`src/rtl/barcode_check_pkg.sv`:
```
// Shared PS/2 set-2 digit scan codes, EAN-13 widths and the checker state encoding.
// Imported by the scan-code LUT and the barcode checker.
package barcode_check_pkg;

    localparam int CHARS    = 13;
    localparam int CODE_W   = CHARS * 8;
    localparam int DIGITS_W = CHARS * 4;
    localparam int ACC_W    = 8;
    localparam int IDX_W    = 4;

    localparam logic [IDX_W-1:0] IDX_LAST = IDX_W'(CHARS - 1);

    localparam logic [7:0] SC_0 = 8'h45;
    localparam logic [7:0] SC_1 = 8'h16;
    localparam logic [7:0] SC_2 = 8'h1E;
    localparam logic [7:0] SC_3 = 8'h26;
    localparam logic [7:0] SC_4 = 8'h25;
    localparam logic [7:0] SC_5 = 8'h2E;
    localparam logic [7:0] SC_6 = 8'h36;
    localparam logic [7:0] SC_7 = 8'h3D;
    localparam logic [7:0] SC_8 = 8'h3E;
    localparam logic [7:0] SC_9 = 8'h46;

    localparam logic [3:0] BAD_DIGIT = 4'hF;

    typedef enum logic [1:0] {
        ST_IDLE  = 2'd0,
        ST_SCAN  = 2'd1,
        ST_CHECK = 2'd2
    } state_t;

    // EAN-13 check digit from the weighted sum of the first twelve digits.
    function automatic logic [3:0] expected_check(input logic [ACC_W-1:0] acc);
        logic [ACC_W-1:0] rem;
        rem = acc % ACC_W'(10);
        if (rem == '0)
            return 4'd0;
        return 4'(ACC_W'(10) - rem);
    endfunction

endpackage

```
`src/rtl/ps2_digit_lut.sv`:
```
// Combinational PS/2 set-2 make code to BCD digit decoder.
// Anything that is not a digit key returns 4'hF with valid low.
module ps2_digit_lut
    import barcode_check_pkg::*;
(
    input  logic [7:0] code,
    output logic [3:0] digit,
    output logic       valid
);

    always_comb begin
        digit = BAD_DIGIT;
        valid = 1'b1;
        case (code)
            SC_0:    digit = 4'd0;
            SC_1:    digit = 4'd1;
            SC_2:    digit = 4'd2;
            SC_3:    digit = 4'd3;
            SC_4:    digit = 4'd4;
            SC_5:    digit = 4'd5;
            SC_6:    digit = 4'd6;
            SC_7:    digit = 4'd7;
            SC_8:    digit = 4'd8;
            SC_9:    digit = 4'd9;
            default: valid = 1'b0;
        endcase
    end

endmodule

```
`src/rtl/barcode_check.sv`:
```
// EAN-13 barcode checker: snapshots 13 PS/2 make codes, decodes one per cycle,
// and reports check-digit validity with a fixed 14-cycle latency.
module barcode_check
    import barcode_check_pkg::*;
(
    input  logic                clk,
    input  logic                rst_n,
    input  logic                start,
    input  logic [CODE_W-1:0]   ps2_register,
    output logic                busy,
    output logic                done,
    output logic                code_ok,
    output logic                bad_char,
    output logic [DIGITS_W-1:0] digits
);

    state_t              state;
    logic [CODE_W-1:0]   snap;
    logic [DIGITS_W-1:0] shadow;
    logic [ACC_W-1:0]    acc;
    logic [IDX_W-1:0]    idx;
    logic [3:0]          check;
    logic                bad;

    logic [3:0]          lut_digit;
    logic                lut_valid;
    logic [ACC_W-1:0]    d8;
    logic [ACC_W-1:0]    addend;

    // The snapshot shifts left each scan cycle, so the current character is always on top.
    ps2_digit_lut u_lut (
        .code  (snap[CODE_W-1 -: 8]),
        .digit (lut_digit),
        .valid (lut_valid)
    );

    always_comb begin
        d8     = {{(ACC_W-4){1'b0}}, lut_digit};
        addend = '0;
        if (lut_valid)
            addend = idx[0] ? (d8 + (d8 << 1)) : d8;
    end

    always_ff @(posedge clk or negedge rst_n) begin
        if (!rst_n) begin
            state    <= ST_IDLE;
            snap     <= '0;
            shadow   <= '0;
            acc      <= '0;
            idx      <= '0;
            check    <= '0;
            bad      <= 1'b0;
            busy     <= 1'b0;
            done     <= 1'b0;
            code_ok  <= 1'b0;
            bad_char <= 1'b0;
            digits   <= '0;
        end else begin
            done <= 1'b0;
            case (state)
                ST_IDLE: begin
                    // A start coinciding with the done pulse is dropped.
                    if (start && !done) begin
                        snap  <= ps2_register;
                        acc   <= '0;
                        bad   <= 1'b0;
                        idx   <= '0;
                        busy  <= 1'b1;
                        state <= ST_SCAN;
                    end
                end
                ST_SCAN: begin
                    shadow <= {shadow[DIGITS_W-5:0], lut_digit};
                    snap   <= snap << 8;
                    idx    <= idx + IDX_W'(1);
                    if (!lut_valid)
                        bad <= 1'b1;
                    if (idx == IDX_LAST) begin
                        check <= lut_digit;
                        state <= ST_CHECK;
                    end else begin
                        acc <= acc + addend;
                    end
                end
                ST_CHECK: begin
                    digits   <= shadow;
                    code_ok  <= !bad && (expected_check(acc) == check);
                    bad_char <= bad;
                    done     <= 1'b1;
                    busy     <= 1'b0;
                    state    <= ST_IDLE;
                end
                default: state <= ST_IDLE;
            endcase
        end
    end

endmodule
```
`config.mk`:
```
export PLATFORM = sky130hd
export DESIGN_NAME = barcode_check
export DESIGN_NICKNAME = d
export VERILOG_FILES = /design/src/rtl/barcode_check_pkg.sv /design/src/rtl/ps2_digit_lut.sv /design/src/rtl/barcode_check.sv
export SDC_FILE = /design/constraint.sdc
export NUM_CORES = 1
export LEC_CHECK = 0
export CORE_MARGIN = 2
export CORE_UTILIZATION = 55
export DETAILED_ROUTE_END_ITERATION = 12
export HOLD_SLACK_MARGIN = 0.02
export PLACE_DENSITY = 0.88
export RECOVER_POWER = 100
export SYNTH_ARGS = -nofsm -noshare
export SYNTH_HDL_FRONTEND = slang
export SYNTH_SLANG_ARGS = --single-unit
```
`constraint.sdc`:
```
create_clock -name clk -period 4.8 [get_ports clk]
set_input_delay 0.96 -clock clk [delete_from_list [all_inputs] [get_ports clk]]
set_output_delay 0.96 -clock clk [all_outputs]
set_load 0.05 [all_outputs]
```
Word level (Yosys, flattened, before mapping) --
Cells that the tools add are included.
Word-level totals: bits in registers 231, input port bits 107, output and inout bits 56, word-level logic and storage cells 75
Operators by class: $add $sub $neg 4, div/mod/pow operators 1, equality and inequality tests 18, muxes and demuxes 25, reduce and logical (&&, ||, !) cells 15
Operators with widths (count):
- 104-bit one-hot mux with 2 select lines | 1
- 104-bit 2-to-1 mux | 1
- 8-bit by 6-bit equality test with 1-bit output (second input constant) | 6
- 4-bit one-hot mux with 10 select lines | 1
- 8-bit 2-to-1 mux | 3
- 8-bit by 5-bit equality test with 1-bit output (second input constant) | 2
- 8-bit by 7-bit equality test with 1-bit output (second input constant) | 2
- 4-bit 2-to-1 mux | 4
- 8-bit one-hot mux with 2 select lines | 1
- 10-bit OR reduction | 1
- 8-bit adder | 1
- 8-bit logical NOT | 1
- 8-bit by 4-bit modulo with 8-bit output (second input constant) | 1
- 2-bit inequality test (second input constant) | 4
- 4-bit one-hot mux with 2 select lines | 1
- 2-bit AND reduction | 4
- 1-bit 2-to-1 mux | 7
- 4-bit by 5-bit adder with 6-bit output | 1
- 6-bit 2-to-1 mux | 1
- 3-bit AND reduction | 2
- 4-bit by 1-bit adder with 4-bit output (second input constant) | 1
- 4-bit equality test | 1
- 4-bit equality test (second input constant) | 1
- 2-bit 2-to-1 mux | 2
- 9 further kinds | 13

Logic depth before layout (Yosys ltp) --
word-level depth 8, gate-level depth with buffers 22

Modules after synthesis --
Synthesis repeated with hierarchy kept, for this count alone.
Unflattened totals: cells, all modules 1069, area, all modules 10608.9 sq um
By module, submodules not included:
- barcode_check | times used 1, cells each 1030, area each 10346.2 sq um, seq. area each 5780.5 sq um
- ps2_digit_lut | times used 1, cells each 39, area each 262.8 sq um, seq. area each 0.0 sq um

Worst setup path before layout --
Ideal clock, no wire load.
kind reg2reg, start point reg snap[99], end point reg acc[7], setup time 132 ps, arrival time 3818 ps, setup slack 851 ps, stages on the path, launching flop included 23, buffers on the path 1, clock period less this slack 3949 ps, path through dfrtp_1 clkbuf_1 nand2_1 nor2_1 a21oi_1 nor3_1 a31oi_1 o211ai_1 nor2_1 nor2b_1 inv_1 ha_1 fa_1 nand2_1 o21ai_0 ha_1 a21o_1 a21o_1 a21oi_1 nor2b_1 o211ai_1 xnor2_1 nor2_1
On the way: longest elaborated chain between the ends 8
RTL lines:
- from (decl) | line barcode_check.sv:18 | logic [CODE_W-1:0] snap;
- from (signal assigned) | line barcode_check.sv:64 | snap <= ps2_register;
- from (signal assigned) | line barcode_check.sv:74 | snap <= snap << 8;
- 8-bit by 7-bit equality test with 1-bit output (tied with other cells) | line ps2_digit_lut.sv:14 | case (code)
- 4-bit one-hot mux with 10 select lines (*) | line ps2_digit_lut.sv:14
- named net lut_digit[1] | line barcode_check.sv:25 | logic [3:0] lut_digit;
- 4-bit by 5-bit adder with 6-bit output | line barcode_check.sv:41 | addend = idx[0] ? (d8 + (d8 << 1)) : d8;
- 6-bit 2-to-1 mux (*) | line barcode_check.sv:41
- 8-bit 2-to-1 mux (*) | line barcode_check.sv:40 | if (lut_valid)
- 8-bit adder (*) | line barcode_check.sv:82 | acc <= acc + addend;
- 8-bit 2-to-1 mux (*) | line barcode_check.sv:78 | if (idx == IDX_LAST) begin
- 8-bit one-hot mux with 2 select lines (*) | line barcode_check.sv:60 | case (state)
- to (signal assigned) | line barcode_check.sv:82
- to (decl) | line barcode_check.sv:20 | logic [ACC_W-1:0] acc;
Mark *: on every way through the listed nets, which the timed path passes. The rest lies on a longest branch. The select of a mux whose other input is x is not followed. A chain may end at the register's enable or synchronous reset.

Worst setup path in the final report --
Ends and elaborated chain as after synthesis.

==> results.md <==
* Fillcell total at 1428
* CTS Hold Buffers Added at 0
* Crit path buffers/inverters at 1
* Worst Skew at 0.0204 ns
* Worst reg2reg path depth at 21
* Root Buffer: clkbuf_16
* Sum Neg Setup Slack at 0 ns
* Synthesized Nets at 1208
* Die height at 146 µm
* DP Wirelength at 16600 µm
* Diode count at 0
* Worst IR Drop VDD at 0.628 mV
* # port buffers at 162
* First-pass GRT wire length at 41100 µm
* Worst hold stages at 2
* Cells along the critical path: nand2_1, nor2_1, a21oi_1, nor3_1, a31oi_1, o211ai_1, nor2_1, nor2b_1, inv_1, ha_1, fa_1, nand2_1, o21ai_0, ha_1, a21o_1, a21o_1, a21oi_1, nor2b_1, o211ai_1, xnor2_1, nor2_1
* I/O pin cnt at 163
* Fin crit share at 0.912
* Post-DP Area at 0.0128 mm²
* Fin. Hold Viols at 0
* Max_slew headroom at -1.14
* Final Non-Filler Cells at 1491
* Cts bufs inserted at 24
* ANT nets after route at 0
* CTS max path bufs at 3
* Fmax at 228 MHz
* Largest net degree at the start of global routing at 205
* Reg clk slew, reported paths at 0.06 ns
* Max incr delay on CP at 0.52 ns
* Top cells by area, synth: dfrtp_1 52%, nand2_1 9.2%, mux2i_1 9.1%
* Initial Util at 0.563
* Total power at 0.00928 W
* Overflow after GRT at 0
* Yosys reg bits at 231
* DR vias/cell at 5.50
* Most frequent cells after synthesis: 271 x nand2_1, 231 x dfrtp_1, 123 x o21ai_0
* Clk sinks at 231
* Site Rows at 51
* Capturing point of the worst reg2reg path: acc[7]
* Hold Path End: bad_char
* Class of the worst hold path: reg -> reg
* Final core utilization at 0.690
* GRT Total Usage at 0.234
* Min Tclk post-route at 4.38 ns
* Outcome: complete, but fails checks
* Failing checks: capacitance limit, slew limit
* CP dominant cell by count: nor2_1
* DP Cell Count at 1449
* Clock tree from TritonCTS: done
* Reg2Reg Setup Slack at 0.42 ns
* Area leader, netlist: dfrtp_1
* Die area at 0.0212 mm²
* CP Launch Type: register
* Layout area overhead at 22.6%
* Slowest-stage cell, CP: dfrtp_1
* # nets final at 1334
* PwrDens at 686 mW/mm²
* Core footprint at 0.0196 mm²
* Routed wire length at 24300 µm
* Async SR Flop Fraction at 1.00
* DR iter-0 viols at 458
* Mapped Avg Cell Area at 10.2 µm²
* Hold_sp: bad_char
* Synth Cell Area at 0.0110 mm²
* Max_cap viols at 5
* Worst EP required at 5.14 ns
* Sequential area share after synthesis at 0.524
* Setup violations, final at 0
* Pre-antenna DRT Iters at 5
* Crit path DAT at 4.71 ns
* Cells after synthesis at 1085
* Final Cell Area at 0.0135 mm²
* Crit-path leading delay family: compound AO/OA/AOI/OAI gates
* Initial antenna violation count at 0
* Final Max Slew Viols at 570
* Via count at 8198
* Drc violations at 0
* Clk_lat worst skew at 0.52 ns
* Ys flop type: dfrtp_1
* Synth top area share at 0.524
* RSZ-0062 raised after global routing: no
* Layout cells sized above 1 at 0.0979
* Chip width at 146 µm
* Leakage at 6.76 nW
* Worst-margin pin slew at 3.21 ns
* Critical path endpoint category: register
* CP Max Fanout at 10
* Number of synthesized flops with an enable pin at 0
* Vias in the first global route at 8357
* Reg-to-Reg Start: snap[99]
* RePlAce Congestion at 0.846
* Synth Warn # at 0
* CTS H-tree depth at 1
* Most frequent cell after synthesis: nand2_1
* CP Class: reg -> reg
* Drt wl/cell at 16.3 µm
* Distinct cells, synth at 73
## cells by family after synthesis
logic type	share of synthesized area
AO/OA/AOI/OAI	0.120
XOR/XNOR	0.0119
adder cells (fa/ha/maj)	0.0195
buffers and inverters	0.0358
flip-flops	0.524
multiplexers	0.144
AND/OR/NAND/NOR	0.145
## worst max path at each step
stage | end | slack (ns) | start | depth (start not counted)
2_1_floorplan | acc[7] | 0.85 | snap[99] | 22
3_3_place_gp | acc[7] | 0.55 | snap[102] | 19
3_5_place_dp | acc[6] | 0.32 | snap[102] | 19
4_1_cts | acc[7] | 0.29 | snap[102] | 19
5_1_grt | snap[47] | 0.06 | start | 5
6_report | acc[7] | 0.42 | snap[99] | 21
## report_power, final
part           switching [W]  internal [W]  leakage (nW)
Sequential          0.000584       0.00276          2.93
Combinational        0.00245       0.00170          3.44
Clock               0.000733       0.00106         0.390
Total                0.00377       0.00551          6.76
## repair_timing
| item | CTS | global route |
|---|---|---|
| resized for setup | 0 | 2 |
| endpoints found under the setup margin | 0 | 3 |
| setup buffers | 0 | 1 |
## per-layer routing
layer / wire length (µm) / track usage / vias up / part of all wire
met5: 0 / 0 / - / 0
met4: 724 / 0.0789 / 0 / 0.030
met3: 1500 / 0.0571 / 49 / 0.062
met2: 12300 / 0.406 / 178 / 0.51
met1: 9730 / 0.287 / 3982 / 0.40
li1: - / - / 3989 / -
## tightest hold or removal path, delay by kind of cell (launching register included)
family / cells / cell delay (ns)
simple gates: 1 / 0.04
compound gates: 1 / 0.06
flops: 1 / 0.34
## final cells by class
cell class | instances | area [µm²] | share of cell area
Sequential cell | 231 | 5780 | 0.427
Multi-Input combinational cell | 765 | 4900 | 0.362
Timing Repair Buffer | 170 | 1670 | 0.123
Clock buffer | 32 | 691 | 0.0511
Tap cell | 265 | 332 | 0.0245
Clock inverter | 9 | 85.1 | 0.00629
Inverter | 19 | 71.3 | 0.00527
## layout by cell type, fill, tap and decap left out, drive strengths merged, types with 18 or more instances in the layout
master,n
dfrtp,231
nand2,272
o21ai,123
mux2i,100
clkbuf,40
nor2,24
dlygate4sd3,56
inv,18
clkdlybuf4s50,105
mux2,52
## sequential cells by signal (all words and copies together) (netlist names)
| name | flops |
|---|---|
| acc | 8 |
| bad | 1 |
| bad_char | 1 |
| busy | 1 |
| check | 4 |
| code_ok | 1 |
| digits | 52 |
| done | 1 |
| idx | 4 |
| shadow | 52 |
| snap | 104 |
| state | 2 |
## metrics by stage
stage	hold WS (ns)	worst slack, ns
after floorplan	0.442	0.851
after global placement	0.460	0.548
after detailed placement	0.467	0.317
after CTS	0.482	0.288
after global routing	0.503	0.0573
final	0.472	0.423
No activity file was read; power rests on OpenSTA's default activity.
